`config.mk`:
```
export PLATFORM = sky130hd
export DESIGN_NAME = seq_match_logger
export DESIGN_NICKNAME = d
export VERILOG_FILES = /design/src/rtl/seq_det_pkg.sv /design/src/rtl/ts_fifo.sv /design/src/rtl/seq_match_logger.sv
export SDC_FILE = /design/constraint.sdc
export NUM_CORES = 1
export LEC_CHECK = 0
export ABC_AREA = 1
export BUFFER_PORTS_ARGS = -buffer_cell sky130_fd_sc_hd__buf_2
export CAP_MARGIN = 20
export CORE_MARGIN = 2
export CORE_UTILIZATION = 40
export DETAILED_ROUTE_END_ITERATION = 6
export PLACE_DENSITY = 0.68
export SLEW_MARGIN = 0
export SYNTH_ARGS = -nofsm -noshare
export SYNTH_HDL_FRONTEND = slang
export SYNTH_SLANG_ARGS = --single-unit
```
`constraint.sdc`:
```
create_clock -name clk -period 5 [get_ports clk]
set_clock_uncertainty 0.15 [all_clocks]
set_input_delay 0.25 -clock clk [delete_from_list [all_inputs] [get_ports clk]]
set_output_delay 0.25 -clock clk [all_outputs]
set_load 0.01 [all_outputs]
```
`src/rtl/seq_det_pkg.sv`:
```
// seq_det_pkg: shared FSM encoding, default widths and saturating increment for the match logger.
package seq_det_pkg;

    typedef enum logic [1:0] {IDLE = 2'd0, RUN = 2'd1, FULL = 2'd2} state_e;

    localparam int TS_W_DEF   = 16;
    localparam int CNT_W_DEF  = 16;
    localparam int DEPTH_DEF  = 8;
    localparam int DROP_W_DEF = 8;

    // Increment v, holding at the all-ones value of a w-bit counter (w < 32).
    function automatic logic [31:0] sat_inc(input logic [31:0] v, input int w);
        logic [31:0] m;
        m = (32'd1 << w) - 32'd1;
        return (v >= m) ? v : v + 32'd1;
    endfunction

endpackage

```
`src/rtl/ts_fifo.sv`:
```
// ts_fifo: show-ahead synchronous FIFO; a push while full is accepted when a pop happens on the same edge.
module ts_fifo #(
    parameter int W     = 16,
    parameter int DEPTH = 8,
    localparam int AW   = $clog2(DEPTH)
) (
    input  logic          clk,
    input  logic          rst,
    input  logic          clr,
    input  logic          push,
    input  logic          pop,
    input  logic [W-1:0]  din,
    output logic [W-1:0]  dout,
    output logic          full,
    output logic          empty,
    output logic [AW:0]   count
);

    logic [W-1:0] mem_q [DEPTH];
    logic [AW:0]  wr_q, rd_q;
    logic         do_pop, do_push;

    assign empty   = wr_q == rd_q;
    assign full    = (wr_q[AW] != rd_q[AW]) && (wr_q[AW-1:0] == rd_q[AW-1:0]);
    assign count   = wr_q - rd_q;
    assign do_pop  = pop & ~empty;
    assign do_push = push & (~full | do_pop);
    // Head is forced to zero when empty so reset/clear present a clean output.
    assign dout    = empty ? '0 : mem_q[rd_q[AW-1:0]];

    always_ff @(posedge clk or negedge rst) begin
        if (!rst) begin
            wr_q <= '0;
            rd_q <= '0;
        end else if (clr) begin
            wr_q <= '0;
            rd_q <= '0;
        end else begin
            if (do_push) wr_q <= wr_q + (AW+1)'(1);
            if (do_pop)  rd_q <= rd_q + (AW+1)'(1);
        end
    end

    always_ff @(posedge clk) begin
        if (do_push) mem_q[wr_q[AW-1:0]] <= din;
    end

endmodule

```
`src/rtl/seq_match_logger.sv`:
```
// seq_match_logger: counts detector match pulses and logs their cycle timestamps into a drainable FIFO.
module seq_match_logger
    import seq_det_pkg::*;
#(
    parameter int TS_W   = TS_W_DEF,
    parameter int CNT_W  = CNT_W_DEF,
    parameter int DEPTH  = DEPTH_DEF,
    parameter int DROP_W = DROP_W_DEF
) (
    input  logic              clk,
    input  logic              rst,
    input  logic              en,
    input  logic              clr,
    input  logic              y_in,
    input  logic              ts_ready,
    output logic              ts_valid,
    output logic [TS_W-1:0]   ts_data,
    output logic [CNT_W-1:0]  match_cnt,
    output logic              cnt_sat,
    output logic              fifo_full,
    output logic [DROP_W-1:0] drop_cnt,
    output logic              ovf
);

    localparam int AW = $clog2(DEPTH);

    state_e            state_q, state_d;
    logic [TS_W-1:0]   ts_q;
    logic [CNT_W-1:0]  match_cnt_q, match_cnt_d;
    logic [DROP_W-1:0] drop_cnt_q, drop_cnt_d;
    logic              ovf_q, ovf_d;
    logic              evt, pop, push, full_w, empty_w;
    logic [AW:0]       count, occ_d;

    // clr wins over any event or pop in the same cycle.
    assign evt   = y_in & en & ~clr;
    assign pop   = ts_ready & ~empty_w & ~clr;
    assign push  = evt & (~full_w | pop);
    assign occ_d = count + (AW+1)'(push) - (AW+1)'(pop);

    ts_fifo #(.W(TS_W), .DEPTH(DEPTH)) u_fifo (
        .clk   (clk),
        .rst   (rst),
        .clr   (clr),
        .push  (push),
        .pop   (pop),
        .din   (ts_q),
        .dout  (ts_data),
        .full  (full_w),
        .empty (empty_w),
        .count (count)
    );

    always_comb begin
        state_d     = state_q;
        match_cnt_d = match_cnt_q;
        drop_cnt_d  = drop_cnt_q;
        ovf_d       = ovf_q;
        if (clr) begin
            state_d     = IDLE;
            match_cnt_d = '0;
            drop_cnt_d  = '0;
            ovf_d       = 1'b0;
        end else begin
            if (evt) match_cnt_d = CNT_W'(sat_inc(32'(match_cnt_q), CNT_W));
            if (evt && !push) begin
                drop_cnt_d = DROP_W'(sat_inc(32'(drop_cnt_q), DROP_W));
                ovf_d      = 1'b1;
            end
            state_d = (occ_d == '0) ? IDLE : (occ_d == (AW+1)'(DEPTH)) ? FULL : RUN;
        end
    end

    always_ff @(posedge clk or negedge rst) begin
        if (!rst) begin
            state_q     <= IDLE;
            ts_q        <= '0;
            match_cnt_q <= '0;
            drop_cnt_q  <= '0;
            ovf_q       <= 1'b0;
        end else begin
            state_q     <= state_d;
            ts_q        <= clr ? '0 : ts_q + TS_W'(1);
            match_cnt_q <= match_cnt_d;
            drop_cnt_q  <= drop_cnt_d;
            ovf_q       <= ovf_d;
        end
    end

    assign ts_valid  = state_q != IDLE;
    assign fifo_full = state_q == FULL;
    assign cnt_sat   = &match_cnt_q;
    assign match_cnt = match_cnt_q;
    assign drop_cnt  = drop_cnt_q;
    assign ovf       = ovf_q;

endmodule
```
======== Word level (Yosys, flattened, before mapping) ========
Memory sizes are Yosys's and may differ from the RTL's.
Index checks and enable logic that the tools add are counted.
word-level totals
  register bits after elaboration ......... 51
  memories ................................ 1
  word-level logic and storage cells ...... 68
  input bits .............................. 6
  bits in writable memories ............... 128
  output and inout port bits .............. 44
memory list
  memory        words  bits a word  read ports  clocked after memory_dff  write ports  line           text
  u_fifo.mem_q  8      16           1           0                         1            ts_fifo.sv:19  logic [W-1:0] mem_q [DEPTH];
cells by class
  bitwise gates (word level) .............. 12
  order comparisons ....................... 2
  eq/ne operators ......................... 7
  add/sub/neg operators ................... 8
  reductions and logical operators ........ 12
  muxes and demuxes ....................... 19
operator list
  operator                                                    number
  2-to-1 mux 16 bit                                           5
  adder 16 x 1 -> 16 bit (second input constant)              2
  2-to-1 mux 8 bit                                            3
  greater-or-equal comparator 16 bit (second input constant)  1
  2-to-1 mux 4 bit                                            4
  AND reduction 16 bit                                        1
  nonzero test 2 bit                                          5
  adder 4 x 1 -> 4 bit (second input constant)                2
  adder 8 x 1 -> 8 bit (second input constant)                1
  greater-or-equal comparator 8 bit (second input constant)   1
  bitwise AND 1 bit                                           7
  2-to-1 mux 2 bit                                            3
  adder 4 x 1 -> 4 bit                                        1
  equality test 4 bit                                         1
  equality test 4 bit (second input constant)                 1
  logical NOT 4 bit                                           1
  2-to-1 mux 1 bit                                            4
  != test 2 bit (second input constant)                       2
  AND reduction 2 bit                                         2
  subtractor 4 x 1 -> 4 bit                                   1
  subtractor 4 bit                                            1
  equality test 3 bit                                         1
  inverter 1 bit                                              3
  equality test 2 bit (second input constant)                 1
  4 further kinds                                             6

======== Longest topological paths before layout ========
Gate-level depths: netlist (run 1).
  word-level depth ........................ 12
  gate-level depth with buffers ........... 17
  gate-level depth less buffers ........... 16

======== Hierarchy ========
A second synthesis (run 1) with hierarchy kept.
second synthesis, totals
  cell total of the unflattened synthesis .. 936
  area, all modules ....................... 8,562.0 µm²
modules (own cells, without submodules)
  module            cells an instance  instances  sequential area each (µm²)  area an instance (µm²)
  ts_fifo           586                1          4,043.9                     6,007.0
  seq_match_logger  350                1          1,076.0                     2,555.0

======== Least setup slack after synthesis (run 1) ========
Ideal clock, no wire load.
  path type ............................... register -> register
  start point ............................. register u_fifo.wr_q[2]
  end point ............................... register state_q[1]
  library setup time ...................... 0.086 ns
  arrival ................................. 3.314 ns
  buffers on the path ..................... 0
  stages on the path, launching flop included .. 17
  setup slack ............................. 1.450 ns
  path through ............................ dfrtp_1 -> inv_1 -> ha_1 -> inv_1 -> nor2_1 -> nand2_4 -> nand3_1 -> inv_1 -> fa_1 -> inv_1 -> fa_1 -> ha_1 -> fa_1 -> xor2_1 -> xor2_1 -> nand2_1 -> nor3_1
on the way
  word-level cells in the longest chain between the ends .. 12
  elaborated cells between the ends (all ways) .. 17
  classes of those cells .................. add/sub: 3; eq/ne: 3; mux: 3; bitwise: 6; reduce/logical: 2
ends and longest elaborated chain
  what                             line                    text
  start: declaration               ts_fifo.sv:20           logic [AW:0] wr_q, rd_q;
  start signal: assignment         ts_fifo.sv:39           if (do_push) wr_q <= wr_q + (AW+1)'(1);
  equality test 4 bit              ts_fifo.sv:23           assign empty = wr_q == rd_q;
  inverter 1 bit                   seq_match_logger.sv:37  assign pop = ts_ready & ~empty_w & ~clr;
  bitwise AND 1 bit (2 in series)  seq_match_logger.sv:37
  OR 1 bit                         seq_match_logger.sv:38  assign push = evt & (~full_w | pop);
  bitwise AND 1 bit                seq_match_logger.sv:38
  adder 4 x 1 -> 4 bit             seq_match_logger.sv:39  assign occ_d = count + (AW+1)'(push) - (AW+1)'(pop);
  subtractor 4 x 1 -> 4 bit (*)    seq_match_logger.sv:39
  equality test 4 bit              seq_match_logger.sv:70  state_d = (occ_d == '0) ? IDLE : (occ_d == (AW+1)'(DEPTH)) ? FULL : RUN;
  2-to-1 mux 2 bit                 seq_match_logger.sv:70
  2-to-1 mux 2 bit (*)             seq_match_logger.sv:70
  2-to-1 mux 2 bit (*)             seq_match_logger.sv:59  if (clr) begin
  net state_d[1]                   seq_match_logger.sv:27  state_e state_q, state_d;
  end signal: assignment           seq_match_logger.sv:82  state_q <= state_d;
  end: declaration                 seq_match_logger.sv:27
Mark *: on every way through the listed nets, which the timed path passes. The rest lies on a longest branch.
A chain may end at the register's enable or synchronous reset.

======== Worst setup path after layout (run 1) ========
Same ends and word-level chain as after synthesis.

==> results of run 1 <==
-- cell usage in the layout (no fill, tap or decap), types with 5 or more instances in the layout --
cell type	count
dfrtp_1	50
nor3_1	10
buf_4	15
o22ai_1	16
xor2_1	13
a21oi_1	14
nand3_1	43
buf_2	49
nand3b_1	6
ha_1	8
inv_1	47
inv_6	5
o21ai_1	5
o21ai_0	97
clkbuf_16	17
edfxtp_1	128
a31oi_1	17
nand2_1	91
nor2_1	140
nand4_1	8
-- through the flow --
| step | cell area [um2] | utilization | instances | setup slack, ns |
|---|---|---|---|---|
| 6_report | 9170 | 0.468 | 1093 | 1.06 |
| 3_3_place_gp | 8580 | 0.438 | 1060 | 1.14 |
| 4_1_cts | 9170 | 0.468 | 1093 | 1.05 |
| 3_5_place_dp | 8580 | 0.438 | 1060 | 1.07 |
| 5_1_grt | 9170 | 0.468 | 1093 | 0.728 |
| 2_1_floorplan | 8040 | - | 763 | 1.45 |
-- layer usage --
layer	vias to the layer above	wire, um
met5	-	0
met4	0	129
met3	10	906
met2	141	8170
met1	2685	8170
li1	2763	-
-- power groups by stage --
| stage | clock network [mW] | registers (mW) | logic (mW) |
|---|---|---|---|
| after floorplan | 0 | 1.65 | 0.236 |
| after global placement | 0 | 1.66 | 0.347 |
| after detailed placement | 0 | 1.66 | 0.354 |
| after CTS | 1.33 | 1.63 | 0.355 |
| final | 1.32 | 1.63 | 0.347 |
| after global routing | 1.40 | 1.63 | 0.396 |
-- worst max-delay path, stage by stage (launching register included) --
cell	delay (ns)
dfrtp_1	0.43
inv_1	0.11
ha_1	0.40
inv_1	0.10
nor2_1	0.19
nand2_4	0.18
nand3_1	0.18
inv_1	0.09
fa_1	0.38
inv_1	0.07
fa_1	0.41
ha_1	0.23
fa_1	0.40
xor2_1	0.18
xor2_1	0.15
nand2_1	0.07
nor3_1	0.12
-- worst max path at each step --
| stage | from | end | slack, ns | cells past startpoint |
|---|---|---|---|---|
| final | u_fifo.wr_q[2]$_DFFE_PN0P_ | state_q[1]$_DFF_PN0_ | 1.06 | 16 |
| after global placement | u_fifo.wr_q[2]$_DFFE_PN0P_ | state_q[1]$_DFF_PN0_ | 1.14 | 16 |
| after detailed placement | u_fifo.wr_q[2]$_DFFE_PN0P_ | state_q[1]$_DFF_PN0_ | 1.07 | 16 |
| after CTS | u_fifo.wr_q[2]$_DFFE_PN0P_ | state_q[1]$_DFF_PN0_ | 1.05 | 16 |
| after global routing | u_fifo.wr_q[2]$_DFFE_PN0P_ | state_q[1]$_DFF_PN0_ | 0.73 | 16 |
| after floorplan | u_fifo.wr_q[2]$_DFFE_PN0P_ | state_q[1]$_DFF_PN0_ | 1.45 | 16 |
-- cell families (layout without fill, tap and decap cells) --
kind of cell             count (synthesis)  after routing  synth area share
adder cells (fa/ha/maj)                 11             11            0.0199
AND/OR/NAND/NOR                        318            318             0.177
XOR/XNOR                                17             17            0.0185
buffers and inverters                   82            147            0.0417
flip-flops                             179            179             0.637
AO/OA/AOI/OAI                          156            156             0.106
-- sequential cells by signal, indices dropped and copies added, names as in the netlist --
register,cells
u_fifo.mem_q,128
u_fifo.wr_q,4
match_cnt,16
ovf,1
ts_q,16
state_q,2
u_fifo.rd_q,4
drop_cnt,8
-- layout make-up --
type	count	area, um2	area share
timing repair buffer	65	368	0.0401
clock inverter	13	146	0.0160
clock buffer	19	433	0.0472
inverter	50	193	0.0210
sequential	179	5120	0.558
tap	265	332	0.0361
multi-input combinational	502	2580	0.281
==> results.md, run 1 <==
* Status: finished, final reports clean
* GPL Wtd Cong at 0.807
* Global Route met1 Usage at 0.242
* CTS Hold Buffers Added at 1
* Pre-antenna DRT Iters at 5
* Pins Over Slew Limit at 0
* Port bufs at 49
* Worst hold path endpoint: u_fifo.rd_q[0]$_DFFE_PN0P_
* Psw at 833 uW
* Clk pwr share at 0.401
* Critical path capture point type: flip-flop
* Via/cell ratio at 5.12
* Overall Power at 3.30 mW
* Final Hold Fails at 0
* Synth async-reset ratio at 0.285
* FMAX at 254 MHz
* Final nets at 832
* CTS tree: built
* Period utilisation layout at 0.788
* WHS at 0.0265 ns
* Grt ovf at 0
* Worst-margin pin slew at 0.670 ns
* Die Span Y at 146 um
* Clock buffer depth at 2
* Die width at 146 um
* Io pins at 50
* Routed Antenna Nets at 0
* DRC at 0
* Synth Flop Type: edfxtp_1
* Setup slack, reg-to-reg at 1.06 ns
* Pwr Density at 359 nW/um2
* Core region area at 19600 um2
* Setup_tns at 0 ns
* Comb pwr share at 0.105
* Final WL at 17400 um
* EDFF count, synth at 128
* Setup crit start kind: flip-flop
* Peak supply drop at 0.250 mV
* Clock Latency Late Sink at 0.42 ns
* Max Cap Viol at 0
* # diodes at 0
* Synth cell types at 41
* RSZ-0062 raised after global routing: no
* Initial DRC Count at 375
* Hold path cells at 4
* Post-synth top area cell: edfxtp_1
* CP Data Arrival Time at 4.13 ns
* Hpwl dp at 10100 um
* Synth warn at 0
* Sequential power share at 0.494
* Reg2reg end: state_q[1]$_DFF_PN0_
* Total CTS buffers at 17
* First-pass GRT wire length at 28400 um
* Most common cell in the synthesized netlist: nor2_1
* Worst Path Required at 5.19 ns
* Die ar. at 21200 um2
* # fillers at 1778
* # setup viols final at 0
* Initial antenna violation count at 0
* Internal power at 2.46 mW
* Total vias in the final route at 5599
* R2R cell count at 16
* Tmin final at 3.94 ns
* Root buf cell: clkbuf_16
* Hold_sp: ts_ready
* Synth top cells by count: 140 x nor2_1, 128 x edfxtp_1, 97 x o21ai_0, 91 x nand2_1, 51 x dfrtp_1
* Post-Synthesis Cells at 763
* # clock sinks at 179
* Postcts setup bufs at 0
* Post-cts resize count at 0
* WL/cell at 15.9 um
* CTS clk-pin slew, worst paths at 0.07 ns
* #FFs+latches synth at 179
* Worst r2r src: u_fifo.wr_q[2]$_DFFE_PN0P_
* # rows at 51
* Synth-to-layout area growth at 14.2%
* Max-slew headroom at 0.553
* Post-synthesis cell area at 8040 um2
* Leak pwr at 3.64 nW
* Busiest grt layer: met2
* Post-Syn Nets at 780
* Largest net degree at the start of global routing at 68
* Syn_area_per_cell at 10.5 um2
* Worst-path fanout max at 18
* Initial Util at 0.410
* Layout cell share with drive strength beyond 1 at 0.139
* Sequential cell area fraction in the yosys report at 0.637
* Synth area leaders: edfxtp_1 48%, dfrtp_1 16%, nor2_1 6.5%
* Post-synth top area share at 0.478
* Htree depth at 4
* Switching Share at 0.253
* GRT met3 Usage at 0.0345
* Critical path type: flip-flop to flip-flop
* Total global-route track usage at 0.169
* Vias in the first global route at 5367
* Met2 GRT Util at 0.263
* Hold Crit Class: primary input to flip-flop
No activity file was read; power rests on OpenSTA's default activity.
==> run 2, diff against run 1 <==
==> constraint.sdc (replaced) <==
create_clock -name clk -period 3.9 [get_ports clk]
set_clock_uncertainty 0.15 [all_clocks]
set_input_delay 0.195 -clock clk [delete_from_list [all_inputs] [get_ports clk]]
set_output_delay 0.195 -clock clk [all_outputs]
set_load 0.01 [all_outputs]
==> run 2 against run 1 <==
  * Maximum frequency up 9.0%
  * Cell count up 0.37%
  * Power up 26%
  * Non-clock buffer count up 4
  * Routed wire length about the same
  * Cell area up 0.38%
  * Count of clock-buffer cells in the layout down 2
==> results.md, run 2 (same netlist as run 1, synthesis figures left out) <==
* Setup crit start kind: flip-flop
* Io pins at 50
* Internal power at 3.05 mW
* Clk pwr share at 0.389
* Worst Path Required at 4.09 ns
* First-pass GRT wire length at 28000 um
* Via/cell ratio at 5.19
* FMAX at 277 MHz
* GRT met3 Usage at 0.0373
* Period utilisation layout at 0.926
* CP Data Arrival Time at 3.80 ns
* Synth-to-layout area growth at 14.6%
* DRC at 0
* Switching Share at 0.266
* Status: finished, final reports clean
* Die Span Y at 146 um
* # rows at 51
* Max-slew headroom at 0.499
* GPL Wtd Cong at 0.815
* Leak pwr at 3.64 nW
* Core region area at 19600 um2
* Final WL at 17400 um
* Commonest non-fill, non-tap cell in the layout: nor2_1
* Critical path capture point type: flip-flop
* Sequential power share at 0.502
* RSZ-0062 raised after global routing: no
* # clock sinks at 179
* Total vias in the final route at 5691
* CTS tree: built
* Hold Crit Class: primary input to flip-flop
* Max FFs per register at 128
* Layout cell share with drive strength beyond 1 at 0.151
* Total global-route track usage at 0.167
* Final nets at 836
* Clock buffer depth at 2
* Final Hold Fails at 0
* # diodes at 0
* Pre-antenna DRT Iters at 5
* Placement Setup Slack at 0.139 ns
* Grt ovf at 0
* Setup_tns at 0 ns
* Initial Util at 0.410
* Total CTS buffers at 17
* Die ar. at 21200 um2
* WL/cell at 15.9 um
* Hpwl dp at 10500 um
* Initial DRC Count at 324
* Overall Power at 4.15 mW
* Vias in the first global route at 5437
* CTS clk-pin slew, worst paths at 0.07 ns
* Setup slack after layout at 0.289 ns
* Tmin final at 3.61 ns
* Root buf cell: clkbuf_16
* Port bufs at 49
* Peak supply drop at 0.309 mV
* Worst-path fanout max at 6
* # setup viols final at 0
* Die width at 146 um
* # fillers at 1792
* Register area at 5120 um2
* Pins Over Slew Limit at 0
* Htree depth at 4
* Worst-margin pin slew at 0.750 ns
* Largest net degree at the start of global routing at 68
* Initial antenna violation count at 0
* Busiest grt layer: met2
* Pwr Density at 451 nW/um2
* Met2 GRT Util at 0.268
* Psw at 1.10 mW
* Max Cap Viol at 0
* Clock Latency Late Sink at 0.42 ns
* Routed Antenna Nets at 0
* Critical path type: flip-flop to flip-flop
* Global Route met1 Usage at 0.227
* Multi-input logic area at 2590 um2
* Postcts setup bufs at 0
* Comb pwr share at 0.108
* Most frequent cells in the layout: 139 x nor2_1, 128 x edfxtp_1, 97 x o21ai_0
-- run 2: what timing repair did --
action / in CTS / in global routing
endpoints found under the hold margin: 52 / 0
setup endpoints to repair: 0 / 1
gates resized for setup: 0 / 4
hold buffers: 2 / 0
-- run 2: worst paths after layout --
path / end / slack, ns / cells after the start / from
max: state_q[1]$_DFF_PN0_ / 0.29 / 16 / u_fifo.wr_q[2]$_DFFE_PN0P_
min: ts_q[1]$_DFF_PN0_ / 0.05 / 2 / clr
max reg2reg: state_q[1]$_DFF_PN0_ / 0.29 / 16 / u_fifo.wr_q[2]$_DFFE_PN0P_
min reg2reg: ovf$_DFFE_PN0P_ / 0.33 / 2 / ovf$_DFFE_PN0P_
max in group asynchronous: u_fifo.wr_q[2]$_DFFE_PN0P_ / 2.84 / 3 / rst
min in group asynchronous: drop_cnt[7]$_DFFE_PN0P_ / 0.27 / 3 / rst
-- run 2: final cells by class --
class	instances	area share
well taps	265	0.0360
repair buffers	69	0.0435
flip-flops and latches	179	0.556
inverters	50	0.0209
clock inverters	15	0.0152
clock buffers	17	0.0462
multi-input cells	502	0.282
-- run 2: layer usage --
layer | up-vias | routed length (um) | share of wire
met3 | 9 | 1020 | 0.058
met4 | 0 | 97 | 0.0056
met1 | 2728 | 7970 | 0.46
met2 | 176 | 8320 | 0.48
li1 | 2778 | - | -
met5 | - | 0 | 0
-- run 2: worst max-delay path: stages, from the launching register on --
cell	delay (ns)
dfrtp_2	0.42
inv_1	0.11
ha_4	0.32
inv_1	0.07
nor2_2	0.15
nand2_4	0.06
nand3_1	0.13
inv_1	0.09
fa_1	0.39
inv_1	0.08
fa_1	0.41
ha_1	0.23
fa_1	0.40
xor2_1	0.18
xor2_1	0.15
nand2_1	0.06
nor3_1	0.12
-- run 2: metrics by stage --
step / util / area (um2) / hold slack, ns / instances
after floorplan: - / 8040 / -0.251 / 763
after global placement: 0.439 / 8610 / 0.206 / 1063
after detailed placement: 0.439 / 8610 / 0.211 / 1063
after CTS: 0.469 / 9190 / 0.0307 / 1097
after global routing: 0.470 / 9210 / 0.0443 / 1097
final: 0.470 / 9210 / 0.0474 / 1097
-- run 2: power by group through the flow --
| stage | clock network (mW) | registers, mW | logic [mW] |
|---|---|---|---|
| 2_1_floorplan | 0 | 2.12 | 0.303 |
| 3_3_place_gp | 0 | 2.13 | 0.448 |
| 3_5_place_dp | 0 | 2.13 | 0.457 |
| 4_1_cts | 1.65 | 2.09 | 0.459 |
| 5_1_grt | 1.73 | 2.09 | 0.507 |
| 6_report | 1.62 | 2.09 | 0.450 |
